### src/rtl/vector_result_writeback.sv
// vector_result_writeback: collects a functional-unit result stream that
// starts LATENCY cycles after issue and writes it element by element into a
// vector register. The element count gives the chaining reference.
module vector_result_writeback #(
  parameter int LATENCY = 4,
  parameter int WIDTH   = 64
) (
  input  logic             clk,
  input  logic             rst,
  input  logic             i_start,
  input  logic [2:0]       i_i,
  input  logic [6:0]       i_vl,
  input  logic [WIDTH-1:0] i_fu_result,
  output logic             o_wr_en,
  output logic [2:0]       o_wr_reg,
  output logic [5:0]       o_wr_addr,
  output logic [WIDTH-1:0] o_wr_data,
  output logic             o_busy,
  output logic [6:0]       o_elem_count,
  output logic             o_done,
  output logic             o_conflict
);

  typedef enum logic [1:0] {
    IDLE  = 2'd0,
    WAIT  = 2'd1,
    WRITE = 2'd2
  } state_t;

  // With a one-cycle latency element 0 is already valid in cycle 1, so the
  // wait phase is skipped entirely.
  localparam bit         SKIP_WAIT = (LATENCY == 1);
  localparam logic [3:0] LAT_LOAD  = 4'(LATENCY - 1);

  state_t           r_state;
  logic [3:0]       r_lat_cnt;    // cycles remaining until element 0 is valid
  logic [6:0]       r_vl;         // clamped vector length of current stream
  logic [6:0]       r_idx;        // next element index to capture (0..64)
  logic [2:0]       r_reg;        // latched destination register
  logic             r_wr_en;
  logic [2:0]       r_wr_reg;
  logic [5:0]       r_wr_addr;
  logic [WIDTH-1:0] r_wr_data;
  logic             r_busy;
  logic [6:0]       r_elem_count;
  logic             r_done;
  logic             r_conflict;

  logic [6:0]       w_vl_clamped;

  // Lengths above 64 saturate to a full register.
  assign w_vl_clamped = (i_vl > 7'd64) ? 7'd64 : i_vl;

  // Stream control FSM with all outputs registered.
  always_ff @(posedge clk or negedge rst) begin
    if (!rst) begin
      r_state      <= IDLE;
      r_lat_cnt    <= 4'd0;
      r_vl         <= 7'd0;
      r_idx        <= 7'd0;
      r_reg        <= 3'd0;
      r_wr_en      <= 1'b0;
      r_wr_reg     <= 3'd0;
      r_wr_addr    <= 6'd0;
      r_wr_data    <= '0;
      r_busy       <= 1'b0;
      r_elem_count <= 7'd0;
      r_done       <= 1'b0;
      r_conflict   <= 1'b0;
    end else begin
      r_wr_en    <= 1'b0;
      r_done     <= 1'b0;
      // A start seen while reserved is dropped and flagged one cycle later.
      r_conflict <= i_start & r_busy;
      case (r_state)
        IDLE: begin
          if (i_start) begin
            r_elem_count <= 7'd0;
            if (w_vl_clamped == 7'd0) begin
              // Empty stream: nothing to write, just signal completion.
              r_done <= 1'b1;
            end else begin
              r_reg     <= i_i;
              r_vl      <= w_vl_clamped;
              r_idx     <= 7'd0;
              r_busy    <= 1'b1;
              r_lat_cnt <= LAT_LOAD;
              r_state   <= SKIP_WAIT ? WRITE : WAIT;
            end
          end
        end
        WAIT: begin
          r_lat_cnt <= r_lat_cnt - 4'd1;
          if (r_lat_cnt == 4'd1) begin
            r_state <= WRITE;
          end
        end
        WRITE: begin
          if (r_idx != r_vl) begin
            // Capture element r_idx; it appears on the write port next cycle.
            r_wr_en      <= 1'b1;
            r_wr_addr    <= r_idx[5:0];
            r_wr_data    <= i_fu_result;
            r_wr_reg     <= r_reg;
            r_idx        <= r_idx + 7'd1;
            r_elem_count <= r_idx + 7'd1;
          end else begin
            // Last write is on the port this cycle; release the unit.
            r_busy  <= 1'b0;
            r_done  <= 1'b1;
            r_state <= IDLE;
          end
        end
        default: begin
          r_state <= IDLE;
        end
      endcase
    end
  end

  assign o_wr_en      = r_wr_en;
  assign o_wr_reg     = r_wr_reg;
  assign o_wr_addr    = r_wr_addr;
  assign o_wr_data    = r_wr_data;
  assign o_busy       = r_busy;
  assign o_elem_count = r_elem_count;
  assign o_done       = r_done;
  assign o_conflict   = r_conflict;

endmodule

### config.mk
export PLATFORM = sky130hd
export DESIGN_NAME = vector_result_writeback
export DESIGN_NICKNAME = d
export VERILOG_FILES = /design/src/rtl/vector_result_writeback.sv
export SDC_FILE = /design/constraint.sdc
export NUM_CORES = 1
export LEC_CHECK = 0
export CORE_MARGIN = 10
export CORE_UTILIZATION = 24
export DETAILED_ROUTE_END_ITERATION = 8
export PLACE_DENSITY_LB_ADDON = 0.25
export SYNTH_ARGS = -nofsm -noshare
export SYNTH_HDL_FRONTEND = slang
export SYNTH_SLANG_ARGS = --single-unit
### constraint.sdc
create_clock -name clk -period 2.27 [get_ports clk]
set_input_delay 0.5675 -clock clk [delete_from_list [all_inputs] [get_ports clk]]
set_output_delay 0.5675 -clock clk [all_outputs]
set_load 0.01 [all_outputs]
Word-level counts from Yosys, hierarchy flattened
Index checks and enable logic that the tools add are counted.
Widths: inputs -> output; s select.
{"block": "word_totals", "out_inout_bits": 84, "reg_bits": 107, "elab_cells": 63}
{"block": "op_classes", "n_bitwise": 2, "n_addsub": 2, "n_lt_le_gt_ge": 1, "n_reduce_logical": 11, "mux": 25, "n_eq_ne": 9}
{"operator": "$mux 7", "n": 5}
{"operator": "$pmux 7 s2", "n": 2}
{"operator": "$reduce_and 4->1", "n": 3}
{"operator": "$ne 2x2->1 const B", "n": 5}
{"operator": "$reduce_and 3->1", "n": 3}
{"operator": "$mux 1", "n": 8}
{"operator": "$mux 2", "n": 4}
{"operator": "$mux 4", "n": 2}
{"operator": "$pmux 4 s2", "n": 1}
{"operator": "$add 7x1->7 const B", "n": 1}
{"operator": "$gt 7x7->1 const B", "n": 1}
{"operator": "$logic_not 7->1", "n": 1}
{"operator": "$ne 7x7->1", "n": 1}
{"operator": "$pmux 2 s3", "n": 1}
{"operator": "$eq 4x1->1 const B", "n": 1}
{"operator": "$pmux 1 s2", "n": 2}
{"operator": "$reduce_bool 2->1", "n": 2}
{"operator": "$sub 4x1->4 const B", "n": 1}
{"operator": "$eq 2x1->1 const B", "n": 1}
{"operator": "$eq 2x2->1 const B", "n": 1}
{"operator": "$logic_not 2->1", "n": 1}
{"operator": "$reduce_and 2->1", "n": 1}
{"operator": "$and 1x1->1", "n": 1}
{"operator": "$not 1->1", "n": 1}

Depth between registers and ports, before layout
Gate-level depths: netlist (run 1).
{"block": "logic_depth", "word_depth": 6, "mapped_depth": 8}

Worst setup path before layout (run 1)
OpenSTA, ideal clock, no wires.
{"block": "synth_path", "path_type": "register to register", "startpoint": "register r_idx[2]", "endpoint": "register r_wr_addr[0], in the netlist o_wr_addr[0]", "path_slack_ns": 0.592, "path_buffers": 3, "t_arrival_ns": 1.553, "setup_time_ns": 0.125, "synth_period_minus_slack_ns": 1.678, "stages_incl_launch_ff": 8, "t_required_ns": 2.145, "cell_sequence": "dfrtp_1 buf_6 xnor2_1 nand3_1 o21ba_2 buf_6 buf_6 mux2_4"}
{"block": "synth_between", "elab_chain_cells": 2}
{"item": "from (decl)", "line_no": "38", "rtl": "logic [6:0] r_idx;"}
{"item": "from (signal assigned)", "line_no": "105", "rtl": "r_idx <= r_idx + 7'd1;"}
{"item": "$ne 7x7->1", "line_no": "99", "rtl": "if (r_idx != r_vl) begin"}
{"item": "$reduce_and 2->1 (no source line)"}
{"item": "to (signal assigned)", "line_no": "102", "rtl": "r_wr_addr <= r_idx[5:0];"}
{"item": "to (decl)", "line_no": "42", "rtl": "logic [5:0] r_wr_addr;"}
No other way between the ends.
A chain may end at the register's enable or synchronous reset.

Worst setup path in the final report (run 1)
{"block": "layout_path", "startpoint": "register r_idx[4]", "endpoint": "register r_wr_data[44], in the netlist o_wr_data[44]"}
{"block": "layout_between", "elab_chain_cells": 2}
{"item": "$ne 7x7->1", "line_no": "99"}
{"item": "$reduce_and 2->1 (no source line)"}
{"item": "to (signal assigned)", "line_no": "103", "rtl": "r_wr_data <= i_fu_result;"}
{"item": "to (decl)", "line_no": "43", "rtl": "logic [WIDTH-1:0] r_wr_data;"}
No other way between the ends.

==> results of run 1 <==
[critical path, cell delays in order (launching register included)]
cell and delay, ns:
dfrtp_1 0.49, xnor2_1 0.17, nand4_1 0.19, o21ba_4 0.27
buf_12 0.32, mux2_4 0.34
[cells in the mapped netlist]
cell / number
buf_2: 7
o21ba_2: 1
nand2b_1: 1
a32o_1: 1
and2_1: 2
nor2b_1: 1
a21oi_1: 12
and3_1: 1
xnor2_1: 11
dfrtp_1: 107
a21o_1: 2
nor2_1: 8
nor4_1: 1
or3_1: 2
inv_1: 5
a31o_2: 1
nand4_1: 1
a22o_1: 3
nor3b_1: 1
o21ai_0: 6
mux2_2: 15
nand3_1: 8
nand2_1: 29
mux2i_1: 3
xor2_1: 3
o21a_1: 1
ha_1: 3
o2bb2ai_1: 3
mux2_4: 62
nor3_1: 4
a21oi_2: 1
buf_6: 11
[layout make-up]
| type | instances | area [µm²] |
|---|---|---|
| clock buffer | 10 | 239 |
| clock inverter | 6 | 72.6 |
| fill | 1822 | 12000 |
| inverter | 5 | 18.8 |
| multi-input combinational | 187 | 1760 |
| sequential | 107 | 2680 |
| tap | 260 | 325 |
| timing repair buffer | 173 | 1730 |
[final timing paths]
kind | depth (start not counted) | slack, ns | from | endpoint
worst max-delay path | 5 | 0.29 | r_idx[4]$_DFFE_PN0P_ | o_wr_data[44]$_DFFE_PN0P_
worst min-delay path | 2 | 0.29 | rst | r_state[1]$_DFFE_PN0P_
worst max register to register | 5 | 0.29 | r_idx[4]$_DFFE_PN0P_ | o_wr_data[44]$_DFFE_PN0P_
worst min register to register | 2 | 0.49 | r_vl[3]$_DFFE_PN0P_ | r_vl[3]$_DFFE_PN0P_
max in group asynchronous | 2 | 1.53 | rst | o_wr_data[52]$_DFFE_PN0P_
min in group clk | 2 | 0.49 | r_vl[3]$_DFFE_PN0P_ | r_vl[3]$_DFFE_PN0P_
[power by group through the flow]
stage                     combinational [W]  clock (W)  sequential [W]
final                              0.000423    0.00165         0.00199
after detailed placement           0.000431          0         0.00203
after global placement             0.000427          0         0.00203
after global routing               0.000454    0.00180         0.00200
after floorplan                   0.0000825          0         0.00206
after CTS                          0.000433    0.00173         0.00200
[logic make-up after synthesis]
family	count (synthesis)
xor+xnor	14
compound gates	31
mux	80
fa+ha+maj	3
buf+inv	23
simple gates	59
flops	107
[per-layer routing]
metal | routed length (µm) | vias up | global-route usage | part of all wire
li1 | - | 1430 | - | -
met1 | 5240 | 1520 | 0.119 | 0.43
met2 | 5560 | 103 | 0.146 | 0.46
met3 | 1160 | 16 | 0.0367 | 0.095
met4 | 245 | 0 | 0.0428 | 0.020
met5 | 0 | - | 0 | 0
[through the flow]
step	hold slack, ns	worst slack (ns)	std cells	power (W)	utilization
2_1_floorplan	0.272	0.592	317	0.00214	-
3_3_place_gp	0.475	0.0965	732	0.00246	0.346
3_5_place_dp	0.477	0.115	732	0.00246	0.346
4_1_cts	0.309	0.272	748	0.00416	0.363
5_1_grt	0.339	0.192	748	0.00426	0.363
6_report	0.287	0.293	748	0.00407	0.363
==> impl_metrics.ini, run 1 <==
[synth]
synth_top_family_by_area = multiplexers
synthDistinctLibCells = 32
netlist_instances = 317
synthAdderAreaFrac = 0.00814
ys_warn_count = 0
synth_top_area_frac = 0.581
synthMuxAreaShare = 0.245
synth_fp_nets = 397
postSynthAreaPerCell_um2 = 14.5
ys_seq_area_frac = 0.581
synth-compound-area-share = 0.0440
synthXorXnorAreaFrac = 0.0266
synthTopCellsByArea = dfrtp_1 58%, mux2_4 20%, mux2_2 3.7%
netlist_area_mm2 = 0.00461
synth_seq_cells = 107
yosys.area.top_type = dfrtp_1
synth-simple-area-share = 0.0570

[clock_network]
clock_sinks = 107
cts.clk_slew.worst_paths_ns = 0.08
ctsResizeCount = 0
ctsHoldBuffers = 0
cts-root-buf = clkbuf_16
numCtsBuffers = 9
clock_tree.buffer_depth = 2
cts_tree = built
post_cts_buffers = 0
htree_num_levels = 3
clock_latency_ns = 0.35

[timing]
drv_slew = 0
finalSetupTns_ns = 0
grt_setup_unrepaired = false
setup_viol = 0
clock_skew_ns = 0.0109
slew_headroom = 0.606
fin_crit_sh = 0.871
tightest_slew_ns = 0.591
fmaxAchievable_mhz = 506
finalHoldViolations = 0
fin_crit_ns = 1.98

[die]
fp.dieW_um = 159
die_h_um = 159
row_count = 50
fp.coreArea_mm2 = 0.0188
initial_utilization = 0.245
io-pin-count = 161
die-area_mm2 = 0.0252

[power]
clockPowerShare = 0.406
netSwitchingPower_w = 0.000921
combPwrFrac = 0.104
peakVddDrop_mv = 0.321
power_density_mw_per_mm2 = 596
p_int_w = 0.00315
seq_power_share = 0.490
switching_share = 0.227
leakage_nw = 3.08

[drt]
dr_total_vias = 3069
via_per_inst = 4.10
wirelength_um = 12200
drc_errors = 0
detailedRoute.firstPassIterationCount = 4
drt-initial-drc-count = 86
ant_nets = 0
wl_per_cell_um = 16.3

[setup_path]
critPathArrivalTime_ns = 2.20
worst_setup_path_end_kind = flip-flop
path_max_fanout = 49
cp_data_required_time_ns = 2.50
start_kind = flip-flop
worstSetupPathType = reg -> reg

[cells_and_area]
antennaDiodeCount = 0
area_growth_pct = 48.1
final_cell_mix = 159 x clkdlybuf4s50_1, 107 x dfrtp_1, 62 x mux2_4, 29 x nand2_1, 15 x mux2_2
finalNetCount = 563
largest_register_ff_count = 64
mostFrequentLayoutCell = clkdlybuf4s50_1
drive_above_1_share = 0.225
fin_area_mm2 = 0.00683

[global_routing]
grt-ovfl-total = 0
first_global_vias = 3350
grt_max_degree = 108
antenna_found_initial = 0
grt_pass1_wl_um = 18900
groute.usage.overall = 0.0963

[run_status]
status = finished clean

[placed_design]
io_buffers = 160
place_hpwl_um = 9020
place_area_mm2 = 0.00652
gp_congestion = 0.749

[hold_path]
hp-class = in -> async

[job]
maxCapViolCount = 0
No activity file was read; power rests on OpenSTA's default activity.
==> run 2: changes to the inputs <==
--- a/config.mk
+++ b/config.mk
@@ -5,10 +5,11 @@
 export SDC_FILE = /design/constraint.sdc
 export NUM_CORES = 1
 export LEC_CHECK = 0
-export CORE_MARGIN = 10
+export CORE_MARGIN = 4
 export CORE_UTILIZATION = 24
 export DETAILED_ROUTE_END_ITERATION = 8
 export PLACE_DENSITY_LB_ADDON = 0.25
 export SYNTH_ARGS = -nofsm -noshare
 export SYNTH_HDL_FRONTEND = slang
 export SYNTH_SLANG_ARGS = --single-unit
+export TNS_END_PERCENT = 20
==> impl_metrics.ini, run 2 (same netlist as run 1, synthesis figures left out) <==
[cells_and_area]
fin_util = 0.361
largest_register_ff_count = 64
area_growth_pct = 47.6
multi_input_area_mm2 = 0.00176
drive_above_1_share = 0.225
final_cell_mix = 159 x clkdlybuf4s50_1, 107 x dfrtp_1, 62 x mux2_4, 29 x nand2_1, 15 x mux2_2
seq_area_mm2 = 0.00268
fin_area_mm2 = 0.00680
antennaDiodeCount = 0
finalNetCount = 563
mostFrequentLayoutCell = clkdlybuf4s50_1
fillers = 1841
final_cell_count_no_fill = 748

[clock_network]
post_cts_buffers = 0
clock_tree.buffer_depth = 2
cts_tree = built
ctsHoldBuffers = 0
clock_sinks = 107
cts.clk_slew.worst_paths_ns = 0.08
clock_latency_ns = 0.35
htree_num_levels = 3
ctsResizeCount = 0
numCtsBuffers = 9
cts-root-buf = clkbuf_16

[die]
initial_utilization = 0.245
fp.dieW_um = 147
io-pin-count = 161
row_count = 50
die-area_mm2 = 0.0215
fp.coreArea_mm2 = 0.0188
die_h_um = 147

[timing]
tightest_slew_ns = 0.460
grt_setup_unrepaired = false
setup_viol = 0
fin_crit_ns = 1.99
slew_headroom = 0.693
fmaxAchievable_mhz = 504
worst_slack_ns = 0.284
finalHoldViolations = 0
clock_skew_ns = 0.0113
drv_slew = 0
fin_crit_sh = 0.875
finalSetupTns_ns = 0

[placed_design]
gp_congestion = 0.778
place_hpwl_um = 8200
place_area_mm2 = 0.00652
post-place-ws_ns = 0.141
dp_cells = 732
io_buffers = 160

[global_routing]
grt_max_degree = 57
grt-ovfl-total = 0
groute.usage.overall = 0.108
first_global_vias = 3297
antenna_found_initial = 0
grt_pass1_wl_um = 18500

[setup_path]
path_buf_inv = 1
reg2reg_setup_slack_ns = 0.28
cp_data_required_time_ns = 2.56
path_cells = xnor2_1, nand4_1, o21ba_4, buf_12, a21oi_2, mux2_2
path_max_fanout = 49
critPathTopFamily = compound AO/OA/AOI/OAI gates
start_kind = flip-flop
critPathArrivalTime_ns = 2.27
crit_path_max_incr_delay_ns = 0.54
crit_path_top_delay_cell = dfrtp_1
worstSetupPathType = reg -> reg
worst_setup_path_end_kind = flip-flop

[drt]
drt-initial-drc-count = 128
ant_nets = 0
wl_per_cell_um = 15.1
detailedRoute.firstPassIterationCount = 4
via_per_inst = 4.06
dr_total_vias = 3039
wirelength_um = 11300
drc_errors = 0

[power]
peakVddDrop_mv = 0.307
netSwitchingPower_w = 0.000912
power_density_mw_per_mm2 = 581
p_int_w = 0.00304
seq_power_share = 0.505
leakage_nw = 3.07
switching_share = 0.231
clockPowerShare = 0.388
combPwrFrac = 0.107

[hold_path]
hp-class = in -> async

[job]
maxCapViolCount = 0

[run_status]
status = finished clean
-- run 2: cell types whose count changed in the layout (fill, tap and decap cells not counted), sizes merged --
cell and change:
inv +2, bufinv -1, clkinvlp -1
-- run 2: per-stage QoR --
| step | hold WS (ns) | total power [W] |
|---|---|---|
| 2_1_floorplan | 0.272 | 0.00214 |
| 3_3_place_gp | 0.455 | 0.00246 |
| 3_5_place_dp | 0.460 | 0.00246 |
| 4_1_cts | 0.0641 | 0.00405 |
| 5_1_grt | 0.0822 | 0.00415 |
| 6_report | 0.0839 | 0.00395 |
-- run 2: layout make-up --
class / instances / share of cell area
Timing Repair Buffer: 173 / 0.255
Tap cell: 260 / 0.0478
Clock buffer: 10 / 0.0351
Sequential cell: 107 / 0.394
Clock inverter: 6 / 0.00699
Multi-Input combinational cell: 187 / 0.259
Inverter: 5 / 0.00276
-- run 2: worst paths after layout --
path,start,to,cells past startpoint
setup / recovery,r_idx[4]$_DFFE_PN0P_,r_idx[0]$_DFFE_PN0P_,6
max in group asynchronous,rst,o_wr_data[59]$_DFFE_PN0P_,2
hold reg to reg,r_vl[3]$_DFFE_PN0P_,r_vl[3]$_DFFE_PN0P_,2
setup reg to reg,r_idx[4]$_DFFE_PN0P_,r_idx[0]$_DFFE_PN0P_,6
hold / removal,rst,o_wr_data[44]$_DFFE_PN0P_,1
min in group clk,r_vl[3]$_DFFE_PN0P_,r_vl[3]$_DFFE_PN0P_,2
-- run 2: power by group through the flow --
stage          clock network (W)  registers [W]  logic [W]
6_report                 0.00153        0.00199   0.000423
5_1_grt                  0.00169        0.00200   0.000455
4_1_cts                  0.00162        0.00200   0.000433
3_5_place_dp                   0        0.00203   0.000430
3_3_place_gp                   0        0.00203   0.000427
2_1_floorplan                  0        0.00206  0.0000825
-- run 2: routing by layer --
metal / GRT usage / share of wire
met5: 0 / 0
met4: 0.0367 / 0.016
met1: 0.139 / 0.45
met3: 0.0382 / 0.064
met2: 0.169 / 0.47
==> run 3: changes to the inputs <==
--- a/config.mk
+++ b/config.mk
@@ -12,4 +12,3 @@
 export SYNTH_ARGS = -nofsm -noshare
 export SYNTH_HDL_FRONTEND = slang
 export SYNTH_SLANG_ARGS = --single-unit
-export TNS_END_PERCENT = 20
==> results of run 3 <==
Same layout as run 2: the final DEF is identical, and so are final timing and power.
